==> config.mk <==
export PLATFORM = sky130hd
export DESIGN_NAME = if_fetch_stage_flat
export DESIGN_NICKNAME = d
export VERILOG_FILES = /design/src/rtl/if_fetch_stage_if.sv /design/src/rtl/if_fetch_stage.sv /design/src/flat_wrapper.sv
export SDC_FILE = /design/constraint.sdc
export NUM_CORES = 1
export LEC_CHECK = 0
export CORE_MARGIN = 4
export CORE_UTILIZATION = 40
export CTS_CLUSTER_DIAMETER = 60
export DETAILED_ROUTE_END_ITERATION = 6
export GPL_TIMING_DRIVEN = 0
export PLACE_DENSITY = 0.71
export SLEW_MARGIN = 0
export SYNTH_ARGS = -nofsm -noshare
export SYNTH_HDL_FRONTEND = slang
export SYNTH_SLANG_ARGS = --single-unit
==> constraint.sdc <==
create_clock -name clk_i -period 1.99 [get_ports clk_i]
set_clock_uncertainty 0.15 [all_clocks]
set_input_delay 0.398 -clock clk_i [delete_from_list [all_inputs] [get_ports clk_i]]
set_output_delay 0.398 -clock clk_i [all_outputs]
set_load 0.05 [all_outputs]
==> src/rtl/if_fetch_stage_if.sv <==
// Instruction-memory request/response bundle between the fetch stage and imem.
// The fetch stage drives req/addr; the memory answers with one valid pulse per request.
interface if_fetch_stage_if;
  logic        req;
  logic [31:0] addr;
  logic [31:0] rdata;
  logic        valid;

  modport master (output req, output addr, input rdata, input valid);
  modport slave  (input req, input addr, output rdata, output valid);
endinterface

==> src/rtl/if_fetch_stage.sv <==
// IF stage: owns the PC, runs a single-outstanding fetch handshake to a variable-latency
// instruction memory, and holds the IF/ID pipeline register feeding the ID stage.
module if_fetch_stage #(
  parameter logic [31:0] RESET_PC  = 32'h0000_0000,
  parameter logic [31:0] NOP_INSTR = 32'h0000_0000
) (
  input  logic             clk_i,
  input  logic             reset_i,
  input  logic             freeze_i,
  input  logic             flush_i,
  input  logic             branch_taken_i,
  input  logic [31:0]      branch_addr_i,
  if_fetch_stage_if.master imem,
  output logic [31:0]      if_pc_o,
  output logic [31:0]      if_instruction_o,
  output logic             if_valid_o
);

  typedef enum logic [1:0] {
    ST_REQ,
    ST_WAIT,
    ST_HOLD,
    ST_DRAIN
  } state_e;

  state_e      state_q, state_d;
  logic [31:0] pc_q, pc_d;
  logic [31:0] holdBuf_q, holdBuf_d;
  logic [31:0] idPc_q, idPc_d;
  logic [31:0] idInstr_q, idInstr_d;
  logic        idValid_q, idValid_d;
  logic        load;
  logic [31:0] loadData;
  logic [31:0] pcPlus4;

  assign pcPlus4   = pc_q + 32'd4;
  assign imem.req  = (state_q == ST_REQ) && !reset_i;
  assign imem.addr = pc_q;

  // DRAIN waits out a response whose address was abandoned by a redirect.
  always_comb begin
    state_d   = state_q;
    pc_d      = pc_q;
    holdBuf_d = holdBuf_q;
    load      = 1'b0;
    loadData  = holdBuf_q;
    unique case (state_q)
      ST_REQ: begin
        if (branch_taken_i) begin
          pc_d    = branch_addr_i;
          state_d = ST_DRAIN;
        end else begin
          state_d = ST_WAIT;
        end
      end
      ST_WAIT: begin
        if (imem.valid) begin
          if (branch_taken_i) begin
            pc_d    = branch_addr_i;
            state_d = ST_REQ;
          end else if (freeze_i) begin
            holdBuf_d = imem.rdata;
            state_d   = ST_HOLD;
          end else begin
            load     = 1'b1;
            loadData = imem.rdata;
            pc_d     = pcPlus4;
            state_d  = ST_REQ;
          end
        end else if (branch_taken_i) begin
          pc_d    = branch_addr_i;
          state_d = ST_DRAIN;
        end
      end
      ST_HOLD: begin
        if (branch_taken_i) begin
          pc_d    = branch_addr_i;
          state_d = ST_REQ;
        end else if (!freeze_i) begin
          load     = 1'b1;
          loadData = holdBuf_q;
          pc_d     = pcPlus4;
          state_d  = ST_REQ;
        end
      end
      ST_DRAIN: begin
        if (branch_taken_i) begin
          pc_d = branch_addr_i;
        end
        if (imem.valid) begin
          state_d = ST_REQ;
        end
      end
      default: state_d = ST_REQ;
    endcase
  end

  // Flush beats freeze beats load; an idle cycle inserts a bubble but keeps pc_out.
  always_comb begin
    idPc_d    = idPc_q;
    idInstr_d = idInstr_q;
    idValid_d = idValid_q;
    if (flush_i) begin
      idPc_d    = 32'h0000_0000;
      idInstr_d = NOP_INSTR;
      idValid_d = 1'b0;
    end else if (freeze_i) begin
      idPc_d    = idPc_q;
      idInstr_d = idInstr_q;
      idValid_d = idValid_q;
    end else if (load) begin
      idPc_d    = pcPlus4;
      idInstr_d = loadData;
      idValid_d = 1'b1;
    end else begin
      idInstr_d = NOP_INSTR;
      idValid_d = 1'b0;
    end
  end

  always_ff @(posedge clk_i) begin
    if (reset_i) begin
      state_q   <= ST_REQ;
      pc_q      <= RESET_PC;
      holdBuf_q <= 32'h0000_0000;
      idPc_q    <= 32'h0000_0000;
      idInstr_q <= NOP_INSTR;
      idValid_q <= 1'b0;
    end else begin
      state_q   <= state_d;
      pc_q      <= pc_d;
      holdBuf_q <= holdBuf_d;
      idPc_q    <= idPc_d;
      idInstr_q <= idInstr_d;
      idValid_q <= idValid_d;
    end
  end

  assign if_pc_o          = idPc_q;
  assign if_instruction_o = idInstr_q;
  assign if_valid_o       = idValid_q;

endmodule

==> src/flat_wrapper.sv <==
// flat-port wrapper written by rule: the top's interface ports become plain ports
module if_fetch_stage_flat 
#(
  parameter logic [31:0] RESET_PC  = 32'h0000_0000,
  parameter logic [31:0] NOP_INSTR = 32'h0000_0000
)
  (clk_i, reset_i, freeze_i, flush_i, branch_taken_i, branch_addr_i, if_pc_o, if_instruction_o, if_valid_o, imem_req, imem_addr, imem_rdata, imem_valid);
  if_fetch_stage_if imem_i ();
  input  logic clk_i;
  input  logic reset_i;
  input  logic freeze_i;
  input  logic flush_i;
  input  logic branch_taken_i;
  input  logic [31:0] branch_addr_i;
  output logic [31:0] if_pc_o;
  output logic [31:0] if_instruction_o;
  output logic if_valid_o;
  output wire logic [$bits(imem_i.req)-1:0] imem_req;
  output wire logic [$bits(imem_i.addr)-1:0] imem_addr;
  input wire logic [$bits(imem_i.rdata)-1:0] imem_rdata;
  input wire logic [$bits(imem_i.valid)-1:0] imem_valid;
  assign imem_req = imem_i.req;
  assign imem_addr = imem_i.addr;
  assign imem_i.rdata = imem_rdata;
  assign imem_i.valid = imem_valid;
  if_fetch_stage #(.RESET_PC(RESET_PC), .NOP_INSTR(NOP_INSTR)) u_core (.clk_i(clk_i), .reset_i(reset_i), .freeze_i(freeze_i), .flush_i(flush_i), .branch_taken_i(branch_taken_i), .branch_addr_i(branch_addr_i), .imem(imem_i), .if_pc_o(if_pc_o), .if_instruction_o(if_instruction_o), .if_valid_o(if_valid_o));
endmodule
==> results of run 1 <==
==> final timing paths <==
check / from / end / slack [ps] / cells past startpoint
setup / recovery: u_core.imem.addr[3]$_SDFF_PP0_ / u_core.if_pc_o[20]$_SDFFE_PP0P_ / -70 / 6
hold / removal: u_core.holdBuf_q[1]$_SDFFE_PP0P_ / u_core.holdBuf_q[1]$_SDFFE_PP0P_ / 300 / 2
setup reg to reg: u_core.imem.addr[3]$_SDFF_PP0_ / u_core.if_pc_o[20]$_SDFFE_PP0P_ / -70 / 6
hold reg to reg: u_core.holdBuf_q[1]$_SDFFE_PP0P_ / u_core.holdBuf_q[1]$_SDFFE_PP0P_ / 300 / 2
==> registers in the layout, summed over array words and instances, names as in the netlist <==
| name | flops |
|---|---|
| u_core.holdBuf_q | 32 |
| u_core.if_pc_o | 32 |
| u_core.imem.addr | 32 |
| u_core.if_instruction_o | 32 |
| u_core.state_q | 2 |
| u_core.if_valid_o | 1 |
==> timing repair <==
action                     in CTS  in global routing
pin swaps                      10                 27
resized for setup             198                 65
gates cloned                    2                  0
setup endpoints to repair     225                115
buffers inserted               16                 28
==> logic make-up (layout without fill, tap and decap cells) <==
group / after synthesis / after routing / share of synthesized area
AOI/OAI and AO/OA: 189 / 189 / 0.194
buffers and inverters: 63 / 299 / 0.0428
other: 0 / 2 / 0
DFF: 131 / 131 / 0.437
adders and majority gates: 6 / 6 / 0.0125
xor gates and xnor gates: 32 / 32 / 0.0467
and+or+nand+nor: 246 / 247 / 0.188
muxes: 43 / 43 / 0.0791
==> layer usage <==
layer  up-vias  global-route usage
met5         -                   0
met4         0              0.0962
met3        34              0.0480
met2       227               0.360
met1      2965               0.317
li1       2974                   -
==> cell usage after synthesis (6+ instances only) <==
library cell,count
clkbuf_1,35
ha_1,6
o21ai_0,35
buf_1,6
o22ai_1,12
a211oi_1,10
buf_2,9
dfxtp_1,131
nor2_1,71
and3_1,6
nand3_1,13
nand4_1,10
xor2_1,19
mux2_2,32
mux2i_1,10
xnor2_1,13
a21oi_1,70
nor3_1,8
a22oi_1,38
inv_1,9
nand2_1,107
==> stage by stage <==
stage / util / cell area [µm²]
final: 0.642 / 9370
after global routing: 0.642 / 9370
after CTS: 0.618 / 9020
after detailed placement: 0.550 / 8030
after global placement: 0.550 / 8030
after floorplan: - / 6140
==> layout by cell type, fill, tap and decap left out, types with 8 or more instances in the layout <==
cell	instances
mux2_2	32
nand3_1	8
o21ai_0	26
buf_6	10
buf_4	43
nand2_1	105
dfxtp_1	108
clkbuf_1	8
mux2i_1	9
clkbuf_16	17
a211oi_1	8
dlygate4sd2_1	93
xnor2_1	12
a21oi_1	69
xor2_1	16
dfxtp_2	13
clkdlybuf4s50_1	66
clkbuf_2	12
nand4_1	10
o22ai_1	12
nor2_1	64
a22oi_1	37
dfxtp_4	10
==> report_power, final <==
part	leakage, nW	internal, W	switching [W]
clock network	0.302	0.00211	0.00119
logic	2.53	0.00100	0.00141
registers	1.07	0.00279	0.000194
==> critical path: stages (launching register included) <==
cell,delay [ps]
dfxtp_4,380
ha_4,200
nand2_8,90
nor4_4,320
or3b_4,470
xor2_2,230
a211oi_2,90
==> final cells by class <==
class,count,area [µm²],share of cell area
Multi-Input combinational cell,517,3540,0.378
Sequential cell,131,2680,0.286
Timing Repair Buffer,210,1930,0.206
Clock buffer,21,480,0.0513
Buffer,47,314,0.0335
Tap cell,184,230,0.0246
Clock inverter,11,150,0.0160
Inverter,10,45.0,0.00481
Antenna cell,2,5.00,0.000534
==> flow_summary_export.csv, run 1 <==
group,metric,value,unit
floorplanning,die_w,130,µm
synth,synth_seq_area_share,0.437,
finish,drive_gt1_frac,0.250,
drt,via_count,6200,
power_and_ir_drop,total_power,0.00869,W
synth,async_flop_share,0,
synth,netlist.area_leader.share,0.437,
drt,avgViaCountPerCell,5.47,
floorplanning,ios,168,
global_route,grt_pass1_vias,5910,
finish,instances_no_fill,1133,
floorplanning,core-area,14600,µm²
drt,drt_wl_total,20600,µm
place,hpwlAfterDp,13900,µm
clock_tree,clk_pin_slew,60,ps
synth,synth-edff-count,0,
synth,syn_area_per_cell,8.45,µm²
finish,finalNetCount,1010,
sta,whs,302,ps
synth,yosys_warnings,0,
clock_tree,cts_tree,"done",
sta,tightest_slew,614,ps
sta,rsz0062_at_grt,"true",
global_route,grt_max_degree,17,
synth,syn_nets,786,
finish,fillCellCount,1250,
clock_tree,cts_root_buf,"clkbuf_16",
sta,slew_headroom,0.590,
floorplanning,rows,44,
status,violations,"negative setup slack",
power_and_ir_drop,p_leak,3.91,nW
floorplanning,start_util,0.411,
global_route,grt_pass1_wl,30800,µm
drt,first_iter_violations,437,
synth,netlist_area,6000,µm²
sta,fmax,0.485,GHz
power_and_ir_drop,vdd_drop_max,711,µV
place,place_ws,-1010,ps
synth,netlist_instances,710,
sta,min_period,2060,ps
sta,setup_ws,-70.6,ps
drt,drt_first_pass_iters,6,
clock_tree,cts_max_level,4,
drt,routed-wl-met3,1350,µm
drt,drc_errors,0,
synth,yosys_register_bits,131,
synth,synth_area_leaders,"dfxtp_1 44%, nand2_1 6.7%, mux2_2 6.0%, a21oi_1 5.8%, a22oi_1 4.8%",
clock_tree,cts_buffer_depth,2,
place,dp_cells,1059,
clock_tree,clkLatencyLatePin,420,ps
critical_path,worstPathArrival,2210,ps
synth,ys.flop_type,"dfxtp_1",
critical_path,path_class,"reg -> reg",
critical_path,cp-start-kind,"flop",
drt,wl_per_cell,18.2,µm
clock_tree,cts_inserted_buffers,17,
critical_path,crit_path_end_kind,"flop",
drt,final_antenna_net_count,0,
synth,ys_types,53,
drt,wl_met1,9040,µm
drt,top_layer_used,"met4",
drt,met2_length,9700,µm
finish,syn2layout_area_growth,56.3,%
sta,maxSlewViolCount,0,
status,status,"finished with violations",
synth,synth_top_cell_by_area,"dfxtp_1",
global_route,grt_overflow_total,0,
place,io_buffers,165,
place,place_congestion,0.926,
sta,finalHoldViolCount,0,
sta,finalSetupTns,-185,ps
floorplanning,dieArea,17000,µm²
global_route,gr-usage-all-layers,0.232,
power_and_ir_drop,power_density,927,nW/µm²
critical_path,cp_data_required_time,2140,ps
sta,period_share,1.04,
worst_hold_path,hold_class,"reg -> reg",
sta,setup_viol,7,
global_route,antenna_found_initial,2,
run,drv_cap,0,
clock_tree,cts.sinks,131,
floorplanning,die_h,130,µm
clock_tree,holdBufCountCts,0,
critical_path,cp_max_fo,5,
Power figures use the tool's default switching activity.
==> inputs of run 2 (changes only) <==
--- a/config.mk
+++ b/config.mk
@@ -5,12 +5,13 @@
 export SDC_FILE = /design/constraint.sdc
 export NUM_CORES = 1
 export LEC_CHECK = 0
+export ABC_AREA = 1
 export CORE_MARGIN = 4
 export CORE_UTILIZATION = 40
 export CTS_CLUSTER_DIAMETER = 60
 export DETAILED_ROUTE_END_ITERATION = 6
 export GPL_TIMING_DRIVEN = 0
-export PLACE_DENSITY = 0.71
+export PLACE_DENSITY = 0.7
 export SLEW_MARGIN = 0
 export SYNTH_ARGS = -nofsm -noshare
 export SYNTH_HDL_FRONTEND = slang
==> run 2 against run 1 <==
  * The run now ends clean
  * Synthesized cell count rose by 36%
  * Clock power fell by 3%
  * Area after synthesis is 10% higher
  * Count of clock-buffer cells in the layout fell by 4
  * Maximum frequency grew 5.6%
  * Register-to-register slack improved by 160 ps
  * Sequential cell count is the same
  * Sequential share of layout area up 0.13 points
  * Combinational power up 11%
  * Utilization decreased by 7.0 points
  * Worst setup slack improved by 110 ps
  * Highest routed layer unchanged
==> flow_summary_export.csv, run 2 <==
group,metric,value,unit
critical_path,cp_data_required_time,1440,ps
drt,drt_first_pass_iters,6,
critical_path,cp_slowest_cell,"clkdlybuf4s15_1",
place,place_congestion,0.918,
sta,finalHoldViolCount,0,
synth,synth_top_cell_by_area,"dfxtp_1",
synth,synth_top_cells_by_count,"232 x nand2_1, 131 x dfxtp_1, 106 x nor2_1",
drt,drc_errors,0,
sta,tightest_slew,665,ps
drt,top_layer_used,"met4",
critical_path,max_stage_delay,550,ps
critical_path,cp-start-kind,"flop",
drt,via_count,7244,
drt,drt_wl_total,22900,µm
critical_path,rr_endpoint,"u_core.imem.addr[13]$_SDFF_PP0_",
sta,min_period,1950,ps
floorplanning,die_w,136,µm
floorplanning,core-area,16100,µm²
drt,routed-wl-met3,1870,µm
finish,syn2layout_area_growth,39.1,%
critical_path,crit_path_end_kind,"output pin",
sta,maxSlewViolCount,0,
critical_path,worstPathArrival,1400,ps
critical_path,worst-path-buf-inv,1,
drt,avgViaCountPerCell,5.21,
power_and_ir_drop,p_leak,4.05,nW
finish,diodes,0,
global_route,grt_pass1_vias,6703,
clock_tree,holdBufCountCts,0,
worst_hold_path,min_path_cells,3,
floorplanning,rows,46,
drt,first_iter_violations,696,
finish,most-common-layout-cells,"228 x nand2_1, 123 x dfxtp_1, 102 x nor2_1, 100 x a21oi_1, 86 x inv_1",
synth,syn_nets,1045,
global_route,grt_max_degree,17,
synth,synth-edff-count,0,
sta,finalSetupTns,0,ps
synth,async_flop_share,0,
sta,setup_ws,38.7,ps
global_route,grt_overflow_total,0,
synth,netlist_area,6600,µm²
status,status,"complete, no violations",
clock_tree,cts_buffer_depth,2,
critical_path,cp_max_fo,4,
drt,final_antenna_net_count,0,
critical_path,path_class,"reg -> out",
synth,yosys_warnings,0,
worst_hold_path,holdPathEnd,"u_core.if_valid_o$_SDFFE_PP0N_",
worst_hold_path,hp-start,"freeze_i",
floorplanning,start_util,0.411,
drt,wl_met1,9800,µm
synth,yosys_register_bits,131,
clock_tree,cts_tree,"done",
clock_tree,clk_pin_slew,60,ps
finish,layout_commonest_cell,"nand2_1",
synth,ys_types,41,
power_and_ir_drop,power_density,975,nW/µm²
sta,fmax,0.512,GHz
run,drv_cap,0,
worst_hold_path,hold_class,"in -> reg",
sta,rsz0062_at_grt,"true",
power_and_ir_drop,vdd_drop_max,702,µV
synth,syn_area_per_cell,6.82,µm²
clock_tree,clkLatencyLatePin,430,ps
sta,period_share,0.981,
synth,netlist.area_leader.share,0.397,
synth,ys.flop_type,"dfxtp_1",
critical_path,cp_top_family,"buffers and inverters",
place,hpwlAfterDp,16900,µm
finish,finalNetCount,1238,
clock_tree,cts_root_buf,"clkbuf_16",
synth,synth_most_common_cell,"nand2_1",
drt,met2_length,10700,µm
synth,synth_seq_area_share,0.397,
floorplanning,ios,168,
critical_path,rr_startpoint,"u_core.imem.addr[6]$_SDFF_PP0_",
floorplanning,die_h,136,µm
clock_tree,cts_inserted_buffers,17,
global_route,antenna_found_initial,0,
clock_tree,cts_max_level,4,
critical_path,cp_cell_sequence,"clkdlybuf4s15_1",
critical_path,r2r_cells,8,
synth,synth_area_leaders,"dfxtp_1 40%, nand2_1 13%, a21oi_1 7.6%, nor2_1 6.0%, o21ai_0 5.8%",
drt,wl_per_cell,16.5,µm
clock_tree,cts.sinks,131,
finish,drive_gt1_frac,0.138,
floorplanning,dieArea,18600,µm²
global_route,gr-usage-all-layers,0.244,
global_route,grt_pass1_wl,35200,µm
critical_path,rrSetupSlack,90,ps
sta,setup_viol,0,
place,place_ws,-986,ps
sta,slew_headroom,0.557,
place,io_buffers,165,
finish,final_util,0.572,
power_and_ir_drop,total_power,0.00896,W
synth,netlist_instances,969,
==> run 2: cell types whose count changed in the layout (fill, tap and decap cells not counted), sizes merged, moves of 31 or more <==
cell | previous run | this run
a21oi | 70 | 101
a22oi | 38 | 2
buf | 66 | 34
inv | 10 | 103
mux2 | 32 | 0
nand2 | 107 | 241
nor2 | 71 | 119
o21ai | 35 | 85
==> run 2: per-layer routing <==
layer	vias up	global-route usage
li1	3558	-
met1	3322	0.330
met2	323	0.384
met3	41	0.0574
met4	0	0.0778
met5	-	0
==> run 2: metrics by stage <==
stage               cells  hold WS, ps  area (µm²)
global route         1391          217        9190
finish               1391          217        9190
global placement     1350          294        8530
floorplan             969          292        6610
detailed placement   1350          303        8530
CTS                  1384          202        9080
==> run 2: layout make-up <==
cell class	instances	area [µm²]
fillers	1561	6870
multi-input cells	689	3430
flip-flops and latches	131	2640
repair buffers	173	1560
clock buffers	17	425
inverters	96	370
plain buffers	54	315
well taps	216	270
clock inverters	15	171
==> run 2: cell families (layout without fill, tap and decap cells) <==
| group | after synthesis | after routing | synth area share |
|---|---|---|---|
| AO/OA/AOI/OAI | 233 | 233 | 0.194 |
| XOR/XNOR | 12 | 12 | 0.0171 |
| adder cells (fa/ha/maj) | 6 | 6 | 0.0114 |
| buffers and inverters | 150 | 355 | 0.0947 |
| flip-flops | 131 | 131 | 0.397 |
| AND/OR/NAND/NOR | 437 | 438 | 0.285 |
==> run 2: worst max-delay path by stage <==
stage | from | end | slack (ps) | depth (start not counted)
floorplan | u_core.imem.addr[12]$_SDFF_PP0_ | u_core.if_pc_o[28]$_SDFFE_PP0P_ | 30 | 8
global placement | reset_i | imem_req | -990 | 5
detailed placement | reset_i | imem_req | -990 | 5
CTS | reset_i | imem_req | -90 | 5
global route | u_core.state_q[1]$_SDFFE_PP0P_ | u_core.if_instruction_o[19]$_SDFFE_PP0N_ | -30 | 7
finish | u_core.imem.addr[9]$_SDFF_PP0_ | imem_addr[9] | 40 | 1
==> run 2: worst register-to-register path: cells and delay by family (launching register included) <==
family	cells	cell delay, ps
simple gates	6	710
flops	1	540
xor+xnor	1	330
compound gates	1	110
==> run 2: where the power goes <==
part / total, W / switching (W) / internal (W) / leakage, nW
Sequential: 0.00309 / 0.000256 / 0.00283 / 1.06
Clock: 0.00320 / 0.00132 / 0.00188 / 0.292
Combinational: 0.00267 / 0.00182 / 0.000854 / 2.69
Total: 0.00896 / 0.00339 / 0.00556 / 4.05
==> run 2: timing repair <==
action,CTS,global route
pin swaps,0,4
setup buffers,2,6
cloned,0,1
gates resized for setup,134,76
setup endpoints to repair,204,138
